[src/rtl/bcd_round_engine_if.sv]
// ----------------------------------------------------------------------------
// bcd_round_engine_if
// Handshake bundle between a BCD producer, the rounding engine and the
// downstream formatter.
//   in_valid/in_ready   : input word handshake
//   in_bcd              : packed BCD word, most significant digit in the MSBs
//   rnd_mode            : rounding mode for the offered word
//   out_valid/out_ready : result handshake
//   out_bcd             : rounded kept digits
//   out_inc/out_ovf/out_err : result flags
// Modports: master = producer/consumer side, slave = engine side.
// ----------------------------------------------------------------------------
interface bcd_round_engine_if #(
   parameter int DIGITS = 6,
   parameter int DROP   = 1
);
   localparam int KEEP = DIGITS - DROP;

   logic                  in_valid;
   logic                  in_ready;
   logic [4*DIGITS-1:0]   in_bcd;
   logic [1:0]            rnd_mode;
   logic                  out_valid;
   logic                  out_ready;
   logic [4*KEEP-1:0]     out_bcd;
   logic                  out_inc;
   logic                  out_ovf;
   logic                  out_err;

   modport master (
      output in_valid, in_bcd, rnd_mode, out_ready,
      input  in_ready, out_valid, out_bcd, out_inc, out_ovf, out_err
   );

   modport slave (
      input  in_valid, in_bcd, rnd_mode, out_ready,
      output in_ready, out_valid, out_bcd, out_inc, out_ovf, out_err
   );
endinterface

[src/rtl/bcd_round_engine.sv]
// ----------------------------------------------------------------------------
// bcd_round_engine
// Drops the DROP low-order digits of a DIGITS-digit packed BCD word and rounds
// the remaining KEEP digits according to a per-word rounding mode. The +1 is
// rippled serially, one kept digit per cycle, stopping at the first non-nine.
//
// Ports:
//   clk  : clock, rising edge
//   rst  : asynchronous active-high reset, aborts any word in flight
//   bus  : bcd_round_engine_if.slave (input word, mode, result and flags)
//
// Timing: accept edge T, decision at T+1, P ripple cycles, result registered
// one edge later, so out_valid rises 2+P edges after the accept edge.
// ----------------------------------------------------------------------------
module bcd_round_engine #(
   parameter int DIGITS   = 6,
   parameter int DROP     = 1,
   parameter int SATURATE = 0
) (
   input logic               clk,
   input logic               rst,
   bcd_round_engine_if.slave bus
);

   localparam int KEEP  = DIGITS - DROP;
   localparam int KW    = 4 * KEEP;
   localparam int DW    = 4 * DROP;
   localparam int WW    = 4 * DIGITS;
   localparam int IDX_W = (KEEP > 1) ? $clog2(KEEP) : 1;

   // Half of one kept LSB expressed in the dropped field: 5 then DROP-1 zeros.
   localparam logic [DW-1:0]    HALF_C   = DW'(32'd5) << (4 * (DROP - 1));
   localparam logic [IDX_W-1:0] K_LAST_C = IDX_W'(KEEP - 1);
   // Kept-field value written on overflow.
   localparam logic [KW-1:0]    OVF_FILL_C = (SATURATE != 0) ? {KEEP{4'h9}} : {KW{1'b0}};

   typedef enum logic [1:0] {
      ST_IDLE   = 2'd0,
      ST_DECIDE = 2'd1,
      ST_PROP   = 2'd2,
      ST_DONE   = 2'd3
   } state_t;

   // --------------------------------------------------------------------
   // Helpers
   // --------------------------------------------------------------------

   // Flags a word containing any nibble outside 0..9.
   function automatic logic has_bad_digit(input logic [WW-1:0] word);
      logic bad;
      bad = 1'b0;
      for (int i = 0; i < DIGITS; i++) begin
         bad = bad | (word[4*i +: 4] > 4'd9);
      end
      return bad;
   endfunction

   // Rounding decision. For valid BCD, unsigned compare of the raw dropped
   // bits orders the same way as the decimal value, so no conversion needed.
   function automatic logic want_increment(input logic [1:0]    mode,
                                           input logic [DW-1:0] dropped,
                                           input logic          kept_lsb_odd);
      logic up;
      case (mode)
         2'd0:    up = 1'b0;
         2'd1:    up = (dropped >= HALF_C);
         2'd2:    up = (dropped > HALF_C) || ((dropped == HALF_C) && kept_lsb_odd);
         2'd3:    up = (dropped != {DW{1'b0}});
         default: up = 1'b0;
      endcase
      return up;
   endfunction

   // --------------------------------------------------------------------
   // State and storage
   // --------------------------------------------------------------------
   state_t            state_r;
   state_t            state_nx_s;
   logic [KW-1:0]     kept_r;
   logic [DW-1:0]     drop_r;
   logic [1:0]        mode_r;
   logic [IDX_W-1:0]  idx_r;
   logic              inc_r;
   logic              ovf_r;
   logic              err_r;

   logic              out_valid_r;
   logic [KW-1:0]     out_bcd_r;
   logic              out_inc_r;
   logic              out_ovf_r;
   logic              out_err_r;

   logic              in_ready_s;
   logic              accept_s;
   logic              out_fire_s;
   logic              dec_err_s;
   logic              dec_inc_s;
   logic [3:0]        prop_digit_s;
   logic              prop_is9_s;
   logic              prop_last_s;

   // in_ready must read 0 while rst is held even though state sits in IDLE.
   assign in_ready_s   = (state_r == ST_IDLE) && !rst;
   assign accept_s     = bus.in_valid && in_ready_s;
   assign out_fire_s   = out_valid_r && bus.out_ready;

   assign dec_err_s    = has_bad_digit({kept_r, drop_r});
   assign dec_inc_s    = want_increment(mode_r, drop_r, kept_r[0]);

   assign prop_digit_s = kept_r[{idx_r, 2'b00} +: 4];
   assign prop_is9_s   = (prop_digit_s == 4'd9);
   assign prop_last_s  = (idx_r == K_LAST_C);

   // State register.
   always_ff @(posedge clk or posedge rst) begin
      if (rst) begin
         state_r <= ST_IDLE;
      end else begin
         state_r <= state_nx_s;
      end
   end

   // Next-state decode.
   always_comb begin
      state_nx_s = state_r;
      case (state_r)
         ST_IDLE: begin
            if (accept_s) begin
               state_nx_s = ST_DECIDE;
            end else begin
               state_nx_s = ST_IDLE;
            end
         end
         ST_DECIDE: begin
            if (dec_err_s || !dec_inc_s) begin
               state_nx_s = ST_DONE;
            end else begin
               state_nx_s = ST_PROP;
            end
         end
         ST_PROP: begin
            // Ripple stops at the first non-nine or after the top kept digit.
            if (!prop_is9_s || prop_last_s) begin
               state_nx_s = ST_DONE;
            end else begin
               state_nx_s = ST_PROP;
            end
         end
         ST_DONE: begin
            if (out_fire_s) begin
               state_nx_s = ST_IDLE;
            end else begin
               state_nx_s = ST_DONE;
            end
         end
         default: begin
            state_nx_s = ST_IDLE;
         end
      endcase
   end

   // Working datapath: capture, decision flags and the serial carry ripple.
   always_ff @(posedge clk or posedge rst) begin
      if (rst) begin
         kept_r <= {KW{1'b0}};
         drop_r <= {DW{1'b0}};
         mode_r <= 2'd0;
         idx_r  <= {IDX_W{1'b0}};
         inc_r  <= 1'b0;
         ovf_r  <= 1'b0;
         err_r  <= 1'b0;
      end else begin
         case (state_r)
            ST_IDLE: begin
               if (accept_s) begin
                  kept_r <= bus.in_bcd[WW-1:DW];
                  drop_r <= bus.in_bcd[DW-1:0];
                  mode_r <= bus.rnd_mode;
               end
            end
            ST_DECIDE: begin
               idx_r <= {IDX_W{1'b0}};
               err_r <= dec_err_s;
               inc_r <= dec_inc_s && !dec_err_s;
               ovf_r <= 1'b0;
            end
            ST_PROP: begin
               if (prop_is9_s) begin
                  if (prop_last_s) begin
                     kept_r <= OVF_FILL_C;
                     ovf_r  <= 1'b1;
                  end else begin
                     kept_r[{idx_r, 2'b00} +: 4] <= 4'd0;
                     idx_r <= idx_r + IDX_W'(1);
                  end
               end else begin
                  kept_r[{idx_r, 2'b00} +: 4] <= prop_digit_s + 4'd1;
               end
            end
            ST_DONE: begin
               kept_r <= kept_r;
            end
            default: begin
               kept_r <= kept_r;
            end
         endcase
      end
   end

   // Result registers: loaded on the first DONE cycle, held until handshake.
   always_ff @(posedge clk or posedge rst) begin
      if (rst) begin
         out_valid_r <= 1'b0;
         out_bcd_r   <= {KW{1'b0}};
         out_inc_r   <= 1'b0;
         out_ovf_r   <= 1'b0;
         out_err_r   <= 1'b0;
      end else if (state_r == ST_DONE) begin
         if (!out_valid_r) begin
            out_valid_r <= 1'b1;
            out_bcd_r   <= kept_r;
            out_inc_r   <= inc_r;
            out_ovf_r   <= ovf_r;
            out_err_r   <= err_r;
         end else if (bus.out_ready) begin
            out_valid_r <= 1'b0;
         end
      end
   end

   assign bus.in_ready  = in_ready_s;
   assign bus.out_valid = out_valid_r;
   assign bus.out_bcd   = out_bcd_r;
   assign bus.out_inc   = out_inc_r;
   assign bus.out_ovf   = out_ovf_r;
   assign bus.out_err   = out_err_r;

endmodule
[src/flat_wrapper.sv]
// flat-port wrapper written by rule: the top's interface ports become plain ports
module bcd_round_engine_flat 
#(
   parameter int DIGITS   = 6,
   parameter int DROP     = 1,
   parameter int SATURATE = 0
)
  (clk, rst, bus_in_valid, bus_in_bcd, bus_rnd_mode, bus_out_ready, bus_in_ready, bus_out_valid, bus_out_bcd, bus_out_inc, bus_out_ovf, bus_out_err);
  bcd_round_engine_if #(.DIGITS(DIGITS), .DROP(DROP)) bus_i ();
  input logic clk;
  input logic rst;
  input wire logic [$bits(bus_i.in_valid)-1:0] bus_in_valid;
  input wire logic [$bits(bus_i.in_bcd)-1:0] bus_in_bcd;
  input wire logic [$bits(bus_i.rnd_mode)-1:0] bus_rnd_mode;
  input wire logic [$bits(bus_i.out_ready)-1:0] bus_out_ready;
  output wire logic [$bits(bus_i.in_ready)-1:0] bus_in_ready;
  output wire logic [$bits(bus_i.out_valid)-1:0] bus_out_valid;
  output wire logic [$bits(bus_i.out_bcd)-1:0] bus_out_bcd;
  output wire logic [$bits(bus_i.out_inc)-1:0] bus_out_inc;
  output wire logic [$bits(bus_i.out_ovf)-1:0] bus_out_ovf;
  output wire logic [$bits(bus_i.out_err)-1:0] bus_out_err;
  assign bus_i.in_valid = bus_in_valid;
  assign bus_i.in_bcd = bus_in_bcd;
  assign bus_i.rnd_mode = bus_rnd_mode;
  assign bus_i.out_ready = bus_out_ready;
  assign bus_in_ready = bus_i.in_ready;
  assign bus_out_valid = bus_i.out_valid;
  assign bus_out_bcd = bus_i.out_bcd;
  assign bus_out_inc = bus_i.out_inc;
  assign bus_out_ovf = bus_i.out_ovf;
  assign bus_out_err = bus_i.out_err;
  bcd_round_engine #(.DIGITS(DIGITS), .DROP(DROP), .SATURATE(SATURATE)) u_core (.clk(clk), .rst(rst), .bus(bus_i));
endmodule
[config.mk]
export PLATFORM = sky130hd
export DESIGN_NAME = bcd_round_engine_flat
export DESIGN_NICKNAME = d
export VERILOG_FILES = /design/src/rtl/bcd_round_engine_if.sv /design/src/rtl/bcd_round_engine.sv /design/src/flat_wrapper.sv
export SDC_FILE = /design/constraint.sdc
export NUM_CORES = 1
export LEC_CHECK = 0
export BUFFER_PORTS_ARGS = -buffer_cell sky130_fd_sc_hd__buf_4
export CORE_MARGIN = 5
export CORE_UTILIZATION = 50
export CTS_BUF_LIST = sky130_fd_sc_hd__clkbuf_8
export CTS_CLUSTER_SIZE = 14
export DETAILED_ROUTE_END_ITERATION = 6
export HOLD_SLACK_MARGIN = 0.03
export PLACE_DENSITY = 0.72
export SKIP_CTS_REPAIR_TIMING = 1
export SYNTH_ARGS = -nofsm -noshare
export SYNTH_HDL_FRONTEND = slang
export SYNTH_SLANG_ARGS = --single-unit
[constraint.sdc]
create_clock -name clk -period 7.52 [get_ports clk]
set_clock_uncertainty 0.05 [all_clocks]
set_input_delay 1.504 -clock clk [delete_from_list [all_inputs] [get_ports clk]]
set_output_delay 1.504 -clock clk [all_outputs]
set_load 0.005 [all_outputs]
==> metrics.yaml <==
ys_types: 53
synth-compound-area-share_pct: 16.88
yosysMostFrequentCell: "dfrtp_1"
synth-adder-area-share_pct: 5.471
grt_max_degree: 59
hold_end: "u_core.bus.out_err"
cts_max_path_buffers: 2
yosys.area_share.xor_xnor_pct: 0.2735
rr_startpoint: "u_core.state_r[0]"
setup_viol: 0
synth_area_leaders: "dfrtp_1 (45%), mux2_2 (14%), ha_1 (5.5%)"
fmax_ghz: 0.2761
maxSlewViolCount: 0
die_x_um: 90.02
drtIter0Drc: 152
r2r_slack_ns: 3.90
hold_depth: 1
cts-buffers-inserted: 9
htreeDepth: 3
num_vias: 2512
insertion_delay_ns: 0.34
syn_inst: 291
cts_tree: "done"
cts.sinks: 58
initial_utilization_pct: 51.01
relSlewSlack_pct: 18.38
avgSynthCellArea_um2: 11.00
pre_cts_slack_ns: 3.936
synth-edff-count: 0
synth-seq-cells: 58
synth_top_family_by_area: "multiplexers"
worstPathRequired_ns: 7.68
tightest_slew_ns: 1.211
fin_crit_ns: 3.622
grt_pass1_vias: 2595
synthArstFlopShare_pct: 100.0
num-fill-cells: 544
r2r-end: "u_core.kept_r[4]"
pin_count: 55
synth_mux_area_share_pct: 17.51
root_buffer: "clkbuf_8"
synth_largest_area_cell: "dfrtp_1"
gp_congestion: 0.9434
setup_tns_ns: 0
grt_first_pass_wirelength_um: 13290
core_um2: 6277
nets: 392
hold_viol_final: 0
reg2regPathDepth: 8
drtPass1Iterations: 4
p_leak_nw: 1.740
pwr_density_cell_nw_per_um2: 423.7
netlist_top_cells_count: "dfrtp_1 (58), mux2_2 (40), inv_1 (21), a21oi_1 (16), o21ai_0 (16)"
core.rowCount: 29
max-cap-violations: 0
worst_ep_arrival_time_ns: 3.79
drt_wl_total_um: 7748
syn_nets: 335
cp-end-kind: "register"
final_util_pct: 60.87
path_class: "reg -> reg"
drcViolationCount: 0
insertedDiodeCount: 0
netlist_area_um2: 3202
synthSimpleGateAreaFrac_pct: 9.887
dieArea_um2: 8104
status: "finished clean"
hpwl_um: 5813
port_buffers: 54
cp-start-kind: "register"
syn_to_final_growth_pct: 19.34
min_from: "u_core.bus.out_err"
yosys_warnings: 0
antenna_found_initial: 0
rsz0062_at_grt: "no"
grt_usage_pct: 20.14
gr-total-overflow: 0
synthFlopType: "dfrtp_1"
finalCritPeriodShare_pct: 48.17
synth_top_area_share_pct: 45.33
crit_fanout: 22
hold_class: "reg -> reg"
seq_area_frac_synth_pct: 45.33
clk_pin_slew_ns: 0.06
ir_worst_vdd_mv: 0.2136
fin_ws_ns: 3.898
drive_above_1_share_pct: 34.09
ant_nets: 0
wl_per_cell_um: 18.06
viasPerCell: 5.855
fp.dieH_um: 90.02
-- area by class of cell --
| class | instances | area [µm²] | share of cell area, % |
|---|---|---|---|
| clock inverters | 4 | 18.77 | 0.4912 |
| repair buffers | 56 | 420.4 | 11.00 |
| clock buffers | 11 | 151.4 | 3.962 |
| inverters | 21 | 78.83 | 2.063 |
| well taps | 77 | 96.34 | 2.521 |
| flip-flops and latches | 58 | 1451 | 37.98 |
| multi-input cells | 202 | 1604 | 41.98 |
-- sequential cells by signal, indices dropped and copies added, names as in the netlist, 2 cells and up --
signal,cells
u_core.bus.out_bcd,20
u_core.mode_r,2
u_core.kept_r,20
u_core.idx_r,3
u_core.drop_r,4
u_core.state_r,2
-- worst max-delay path, stage by stage (launching register included) --
cell	delay, ns
dfrtp_1	0.41
inv_1	0.13
ha_1	0.44
inv_1	0.43
o21ai_0	1.06
nand2_1	0.16
nor3_2	0.24
or2_1	0.22
mux2_2	0.35
-- routing by layer --
metal	up-vias	wire [µm]	share of wire, %	global-route usage [%]
met5	-	0	0	0
met4	0	199	2.6	8.437
met3	16	504	6.5	5.175
met2	89	3475	45	31.16
met1	1214	3569	46	26.81
li1	1193	-	-	-
-- cell families (layout without fill, tap and decap cells) --
group / Yosys count / after routing
mux: 51 / 51
xor+xnor: 1 / 1
compound gates: 78 / 78
fa+ha+maj: 14 / 14
buf+inv: 31 / 92
flops: 58 / 58
simple gates: 58 / 58
-- cells in the final DEF, fill, tap and decap left out, types with 5 or more instances in the layout --
| master | instances |
|---|---|
| mux2_2 | 40 |
| nand3_1 | 5 |
| ha_1 | 14 |
| dfrtp_1 | 58 |
| nand2_1 | 15 |
| inv_1 | 21 |
| mux2i_1 | 11 |
| clkbuf_8 | 11 |
| o21ai_0 | 16 |
| nor2_1 | 10 |
| a21oi_1 | 16 |
| buf_4 | 56 |
-- metrics by stage --
| step | hold WS (ns) | total power, mW | cells | area (µm²) |
|---|---|---|---|---|
| after floorplan | 0.4294 | 1.099 | 291 | 3202 |
| after global placement | 0.4413 | 1.362 | 414 | 3651 |
| after detailed placement | 0.4469 | 1.373 | 414 | 3651 |
| after CTS | 0.4618 | 1.630 | 429 | 3821 |
| after global routing | 0.4691 | 1.746 | 429 | 3821 |
| final | 0.4563 | 1.619 | 429 | 3821 |
-- how the worst max path moves through the flow --
stage,startpoint,endpoint,slack [ns],cells past startpoint
3_3_place_gp,rst,u_core.kept_r[4],4.00,7
4_1_cts,u_core.state_r[0],u_core.kept_r[4],3.96,8
2_1_floorplan,rst,bus_in_ready,4.32,1
3_5_place_dp,rst,u_core.kept_r[4],3.94,7
6_report,u_core.state_r[0],u_core.kept_r[4],3.90,8
5_1_grt,u_core.state_r[0],u_core.kept_r[5],3.58,8
-- power by group --
part	internal, mW	switching (mW)	leakage [nW]	total, mW
Combinational	0.368	0.418	0.936	0.786
Sequential	0.455	0.129	0.708	0.584
Clock	0.133	0.116	0.0961	0.249
(Power assumes the default switching activity.)
